==> src/rtl/xb_info_scan_ctrl.sv <==
// XB_INFO scan sequencer: signature check, entry count, entry streaming.
// Optional grant-wait timeout enabled by XB_INFO_SCAN_TIMEOUT_EN.
module xb_info_scan_ctrl #(
  parameter logic [7:0] INFO_ADDR  = 8'hFF,
  parameter logic [7:0] VALID_ADDR = 8'hFC,
  parameter logic [7:0] SIG0       = 8'h88,
  parameter logic [7:0] SIG1       = 8'h76,
  parameter logic [7:0] SIG2       = 8'h82,
  parameter logic [7:0] SIG3       = 8'h56,
  parameter logic [7:0] MAX_ENT    = 8'd16
`ifdef XB_INFO_SCAN_TIMEOUT_EN
  ,
  parameter logic [15:0] TIMEOUT_CYC = 16'd1024
`endif
) (
  input  logic       clk,
  input  logic       rstn,
  input  logic       start,
  output logic       busy,
  output logic       done,
  output logic       sig_ok,
  output logic       err,
  output logic [7:0] num_entries,
  output logic       bus_req,
  input  logic       bus_gnt,
  output logic [7:0] ramadr,
  output logic       ramre,
  output logic       ramwe,
  output logic [7:0] dbus_wr,
  input  logic [7:0] dbus_rd,
  output logic       ent_valid,
  input  logic       ent_ready,
  output logic [7:0] ent_addr,
  output logic [7:0] ent_data
);

  typedef enum logic [3:0] {
    IDLE, REQ, WR_SIG, RD_SIG, WR_BASE,
    RD_NUM, RD_ENT, OUT, FIN
  } state_e;

  state_e      state_q, state_d;
  logic [1:0]  sig_idx_q, sig_idx_d;
  logic [7:0]  k_q, k_d;
  logic [7:0]  n_q, n_d;
  logic [7:0]  ent_addr_q, ent_addr_d;
  logic [7:0]  ent_data_q, ent_data_d;
  logic [7:0]  num_q, num_d;
  logic        sig_ok_q, sig_ok_d;
  logic        err_q, err_d;
  logic [7:0]  sig_exp;

`ifdef XB_INFO_SCAN_TIMEOUT_EN
  logic [15:0] to_q, to_d;
  logic        pend;

  assign pend = (state_q == WR_SIG) || (state_q == RD_SIG)
             || (state_q == WR_BASE) || (state_q == RD_NUM)
             || (state_q == RD_ENT);
`endif

  always_comb begin
    unique case (sig_idx_q)
      2'd0: sig_exp = SIG0;
      2'd1: sig_exp = SIG1;
      2'd2: sig_exp = SIG2;
      2'd3: sig_exp = SIG3;
    endcase
  end

  always_comb begin
    state_d    = state_q;
    sig_idx_d  = sig_idx_q;
    k_d        = k_q;
    n_d        = n_q;
    ent_addr_d = ent_addr_q;
    ent_data_d = ent_data_q;
    num_d      = num_q;
    sig_ok_d   = sig_ok_q;
    err_d      = err_q;
    bus_req    = 1'b0;
    ramre      = 1'b0;
    ramwe      = 1'b0;
    ramadr     = 8'h00;
    dbus_wr    = 8'h00;
    done       = 1'b0;

    unique case (state_q)
      IDLE: begin
        if (start) begin
          sig_ok_d = 1'b0;
          err_d    = 1'b0;
          num_d    = 8'h00;
          state_d  = REQ;
        end
      end
      REQ: begin
        bus_req = 1'b1;
        state_d = WR_SIG;
      end
      WR_SIG: begin
        bus_req = 1'b1;
        if (bus_gnt) begin
          ramwe     = 1'b1;
          ramadr    = INFO_ADDR;
          dbus_wr   = VALID_ADDR;
          sig_idx_d = 2'd0;
          state_d   = RD_SIG;
        end
      end
      RD_SIG: begin
        bus_req = 1'b1;
        if (bus_gnt) begin
          ramre  = 1'b1;
          ramadr = INFO_ADDR;
          if (dbus_rd != sig_exp) begin
            err_d    = 1'b1;
            sig_ok_d = 1'b0;
            state_d  = FIN;
          end else if (sig_idx_q == 2'd3) begin
            sig_ok_d = 1'b1;
            state_d  = WR_BASE;
          end else begin
            sig_idx_d = sig_idx_q + 2'd1;
          end
        end
      end
      WR_BASE: begin
        bus_req = 1'b1;
        if (bus_gnt) begin
          ramwe   = 1'b1;
          ramadr  = INFO_ADDR;
          state_d = RD_NUM;
        end
      end
      RD_NUM: begin
        bus_req = 1'b1;
        if (bus_gnt) begin
          ramre  = 1'b1;
          ramadr = INFO_ADDR;
          num_d  = dbus_rd;
          k_d    = 8'd1;
          if (dbus_rd == 8'd0) begin
            state_d = FIN;
          end else if (dbus_rd > MAX_ENT) begin
            err_d   = 1'b1;
            n_d     = MAX_ENT;
            state_d = RD_ENT;
          end else begin
            n_d     = dbus_rd;
            state_d = RD_ENT;
          end
        end
      end
      RD_ENT: begin
        bus_req = 1'b1;
        if (bus_gnt) begin
          ramre      = 1'b1;
          ramadr     = INFO_ADDR;
          ent_data_d = dbus_rd;
          ent_addr_d = k_q;
          state_d    = OUT;
        end
      end
      OUT: begin
        bus_req = 1'b1;
        if (ent_ready) begin
          if (k_q == n_q) begin
            state_d = FIN;
          end else begin
            k_d     = k_q + 8'd1;
            state_d = RD_ENT;
          end
        end
      end
      FIN: begin
        done = 1'b1;
        // A start coinciding with done begins the next scan directly.
        if (start) begin
          sig_ok_d = 1'b0;
          err_d    = 1'b0;
          num_d    = 8'h00;
          state_d  = REQ;
        end else begin
          state_d = IDLE;
        end
      end
      default: state_d = IDLE;
    endcase

`ifdef XB_INFO_SCAN_TIMEOUT_EN
    to_d = 16'd0;
    if (pend && !bus_gnt) begin
      if (to_q == 16'(TIMEOUT_CYC - 16'd1)) begin
        err_d   = 1'b1;
        state_d = FIN;
      end else begin
        to_d = to_q + 16'd1;
      end
    end
`endif
  end

  always_ff @(posedge clk or negedge rstn) begin
    if (!rstn) begin
      state_q    <= IDLE;
      sig_idx_q  <= 2'd0;
      k_q        <= 8'd0;
      n_q        <= 8'd0;
      ent_addr_q <= 8'd0;
      ent_data_q <= 8'd0;
      num_q      <= 8'd0;
      sig_ok_q   <= 1'b0;
      err_q      <= 1'b0;
    end else begin
      state_q    <= state_d;
      sig_idx_q  <= sig_idx_d;
      k_q        <= k_d;
      n_q        <= n_d;
      ent_addr_q <= ent_addr_d;
      ent_data_q <= ent_data_d;
      num_q      <= num_d;
      sig_ok_q   <= sig_ok_d;
      err_q      <= err_d;
    end
  end

`ifdef XB_INFO_SCAN_TIMEOUT_EN
  always_ff @(posedge clk or negedge rstn) begin
    if (!rstn) to_q <= 16'd0;
    else       to_q <= to_d;
  end
`endif

  assign busy        = (state_q != IDLE);
  assign ent_valid   = (state_q == OUT);
  assign ent_addr    = ent_addr_q;
  assign ent_data    = ent_data_q;
  assign sig_ok      = sig_ok_q;
  assign err         = err_q;
  assign num_entries = num_q;

endmodule
==> config.mk <==
export PLATFORM = sky130hd
export DESIGN_NAME = xb_info_scan_ctrl
export DESIGN_NICKNAME = d
export VERILOG_FILES = /design/src/rtl/xb_info_scan_ctrl.sv
export SDC_FILE = /design/constraint.sdc
export NUM_CORES = 1
export LEC_CHECK = 0
export ABC_CLOCK_PERIOD_IN_PS = 4800
export CAP_MARGIN = 20
export CORE_MARGIN = 3
export CORE_UTILIZATION = 50
export DETAILED_ROUTE_END_ITERATION = 10
export PLACE_DENSITY = 0.79
export REMOVE_ABC_BUFFERS = 1
export SLEW_MARGIN = 0
export SYNTH_ARGS = -nofsm -noshare
export SYNTH_HDL_FRONTEND = slang
export SYNTH_SLANG_ARGS = --single-unit
==> constraint.sdc <==
create_clock -name clk -period 4.8 [get_ports clk]
set_clock_uncertainty 0.05 [all_clocks]
set_input_delay 0.96 -clock clk [delete_from_list [all_inputs] [get_ports clk]]
set_output_delay 0.96 -clock clk [all_outputs]
set_load 0.03 [all_outputs]
# After elaboration in Yosys (flattened, before gate mapping)
# Cells that the tools add are included.
# word_totals
elab_cells	110
reg_bits	48
out_inout_bits	48
input_bits	13
# op_classes
n_bitwise	1
order_cmp	1
n_reduce_logical	22
n_eq_ne	28
n_addsub	2
n_mux	47
# ops
operator	count
8-bit 2-to-1 mux	10
4-bit 2-to-1 mux	11
4-bit case mux with 9 select lines	1
8-bit case mux with 2 select lines	2
8-bit case mux with 4 select lines	1
2-bit != test (second input constant)	12
4-bit by 3-bit equality test with 1-bit output (second input constant)	4
1-bit 2-to-1 mux	15
8-bit by 1-bit adder with 8-bit output (second input constant)	1
4-bit by 2-bit equality test with 1-bit output (second input constant)	2
8-bit equality test	1
8-bit by 5-bit greater-than comparator with 1-bit output (second input constant)	1
8-bit zero test	1
2-bit 2-to-1 mux	4
8-bit != test	1
4-bit AND reduction	2
8-bit AND reduction	1
2-bit nonzero test	4
7-bit AND reduction	1
7-bit OR reduction	1
3-bit AND reduction	2
5-bit AND reduction	1
5-bit OR reduction	1
2-bit equality test (second input constant)	2
17 further kinds	19

# Depth between registers and ports, before layout
# depth
depth_word	6
depth_mapped	7
depth_no_buf	7

# Worst setup path before layout
# OpenSTA, ideal clock, no wires.
# synth_path
path_type	input-to-output
start	input port bus_gnt
end	output port dbus_wr[3]
path_buffers	2
slack_ns	0.911
t_required_ns	3.790
arrival_time_ns	2.879
path_stages	4
path_cell_list	clkbuf_1 > nand2_1 > nor4_1 > buf_4
# synth_between
elab_chain_len	2
# synth_rtl
element	line	rtl
start, declared	25	input logic bus_gnt,
8-bit 2-to-1 mux	103	if (bus_gnt) begin
8-bit 2-to-1 mux	88	unique case (state_q)
end, declared	29	output logic [7:0] dbus_wr,
# No other way between the ends.

# Final worst setup path
# layout_path
start	input port bus_gnt
end	output port dbus_wr[4]
# Same word-level chain as after synthesis.

==> reports/metrics.yaml <==
synthAdderAreaFrac_pct: 2.296
path_buf_inv: 2
period_share_pct: 86.41
synth_cell_types: 52
drt_first_iter_violations: 268
die_area_um2: 6372
yosys_warnings: 0
cts_setup_buffers: 0
ys_seq_elements: 48
hp-class: "in -> async"
synth_top_area_cell: "dfrtp_1"
portBuffers: 58
r2r_start: "state_q[0]"
htreeDepth: 2
start_util_pct: 52.36
fin_hold_ws_ns: 0.4204
reg2regPathDepth: 4
dp_hpwl_um: 4305
cp_common_cell: "clkdlybuf4s50_1"
clockBufferDepth: 2
grt_overflow: 0
coreArea_um2: 5205
synth.avg_cell_area_um2: 9.874
postSynthCellCount: 276
clk_pin_slew_ns: 0.10
end_kind: "output pin"
max_freq_mhz: 241.1
async_flop_share_pct: 100.0
startpoint: "bus_gnt"
worstReg2RegEnd: "n_q[7]"
yosys.cell_count.top_type: "dfrtp_1"
slew_violations: 0
yosys-top-cells-area: "dfrtp_1 44%, mux2_2 6.6%, nand2_1 5.2%"
multi_input_area_um2: 1324
via_per_inst: 5.567
syn-cell-area_um2: 2725
diodes: 0
grt_usage_pct: 19.94
layout-drive-gt1-share_pct: 11.08
cp_slowest_cell: "clkdlybuf4s50_1"
ios: 61
ff_latch_area_um2: 1201
area_delta_synth_final_pct: 23.74
finalNetCount: 333
status: "complete, no violations"
wl_met2_um: 2898
rsz0062_at_grt: "no"
cts_made_buffers: 5
rows: 26
first_pass_iters: 5
grt_pass1_wl_um: 10040
grt_max_degree: 49
max_stage_delay_ns: 0.82
dr.max_layer_used: "met4"
place_ws_ns: 0.6187
leakagePower_nw: 1.544
tightest_slew_ns: 0.7834
critPathArrivalTime_ns: 3.14
cp.required_ns: 3.79
cts_resized: 0
synth_ff_type: "dfrtp_1"
fill_cells: 443
synth-simple-area-share_pct: 22.91
cts.sinks: 48
netlist.area_leader.share_pct: 44.08
fp.dieH_um: 79.83
synth_enable_flop_cells: 0
synth-xor-area-share_pct: 4.775
root_buffer: "clkbuf_8"
grt_pass1_vias: 2013
setup_viol: 0
worstSetupPathType: "in -> out"
start_kind: "primary input"
setup_tns_ns: 0
finalHoldViolCount: 0
power_mw: 1.428
finalWorstSetupSlack_ns: 0.6521
wl_met3_um: 348
worst_slew_margin_rel_pct: 47.78
ys_seq_area_share_pct: 44.08
drc: 0
cts_hold_buffers: 0
wl_per_cell_um: 15.67
place_area_um2: 3214
critPathMaxFanout: 9
period_minus_slack_ns: 4.148
r2r_slack_ns: 2.35
crit_family: "buffers and inverters"
yosys-top-cells-count: "48 x dfrtp_1, 38 x nand2_1, 20 x nand3_1, 16 x mux2_2, 14 x buf_4"
ir_drop_uv: 235.7
path_cells: "clkdlybuf4s50_1, nand2_1, nor4_1, clkdlybuf4s50_1"
synth-compound-area-share_pct: 10.56
worstSkewPairLatency_ns: 0.31
antenna_found_initial: 0
wl_met1_um: 2701
globalplace.congestion: 0.8647
muxShareOfSynthArea_pct: 7.759
p_per_area_nw_per_um2: 423.5
ant_nets: 0
vias: 2149
drv_cap: 0
cts_tree: "done"
synth_top_family_by_area: "simple AND/OR/NAND/NOR gates"
routed_wl_um: 6047
postLayoutCellArea_um2: 3372
die_w_um: 79.83
cell type report:
type,count,share of cell area [%]
well taps,70,2.597
clock buffers,5,2.041
repair buffers,59,17.66
flip-flops and latches,48,35.62
multi-input cells,194,39.26
clock inverters,3,2.041
inverters,7,0.7792
sequential cells by signal, indices dropped and copies added, names as in the netlist:
signal	flops
sig_idx_q	2
ent_addr	8
ent_data	8
state_q	4
err	1
k_q	8
num_entries	8
sig_ok	1
n_q	8
cells in the final DEF (no fill, tap or decap), types with 2 or more instances in the layout:
cell type,n
nor4_4,3
and4bb_2,2
ha_1,5
o211ai_1,2
nor2b_1,2
dfrtp_1,48
nor2_1,8
nor4_1,3
a31oi_1,4
o21ai_0,7
nand4_1,3
and4b_1,2
xor2_1,7
conb_1,2
o2111ai_1,2
and2_1,6
nor3_1,8
bufinv_16,2
a211oi_1,4
nand2b_1,10
nand3_1,20
mux2_2,16
a21oi_2,2
nand2_1,38
xnor2_1,6
inv_1,7
clkdlybuf4s50_1,57
and3_1,4
a32o_1,2
mux2i_1,2
a21oi_1,6
clkbuf_8,5
how the worst max path moves through the flow:
| stage | end | slack [ns] | cells past startpoint |
|---|---|---|---|
| 2_1_floorplan | dbus_wr[2] | -2.26 | 2 |
| 3_3_place_gp | dbus_wr[6] | 0.76 | 4 |
| 3_5_place_dp | dbus_wr[4] | 0.62 | 4 |
| 4_1_cts | dbus_wr[4] | 0.62 | 4 |
| 5_1_grt | dbus_wr[4] | 0.44 | 4 |
| 6_report | dbus_wr[4] | 0.65 | 4 |
stage by stage:
| stage | utilization [%] | instances |
|---|---|---|
| 2_1_floorplan | - | 249 |
| 3_3_place_gp | 61.75 | 377 |
| 3_5_place_dp | 61.75 | 377 |
| 4_1_cts | 64.40 | 385 |
| 5_1_grt | 64.78 | 386 |
| 6_report | 64.78 | 386 |
routing by layer:
layer,up-vias,global-route usage [%]
li1,1026,-
met1,1044,28.76
met2,69,29.97
met3,10,5.192
met4,0,4.899
met5,-,0
logic make-up (layout without fill, tap and decap cells):
logic type	Yosys count	after routing
AO/OA/AOI/OAI	41	41
XOR/XNOR	14	14
adder cells (fa/ha/maj)	5	5
buffers and inverters	35	74
flip-flops	48	48
multiplexers	19	19
other	1	2
AND/OR/NAND/NOR	113	113
where the power goes:
group / total (mW) / internal, mW / switching, mW
Combinational: 0.558 / 0.231 / 0.327
Clock: 0.353 / 0.210 / 0.143
Sequential: 0.517 / 0.439 / 0.0779
Total: 1.43 / 0.880 / 0.548
Power figures use the tool's default switching activity.
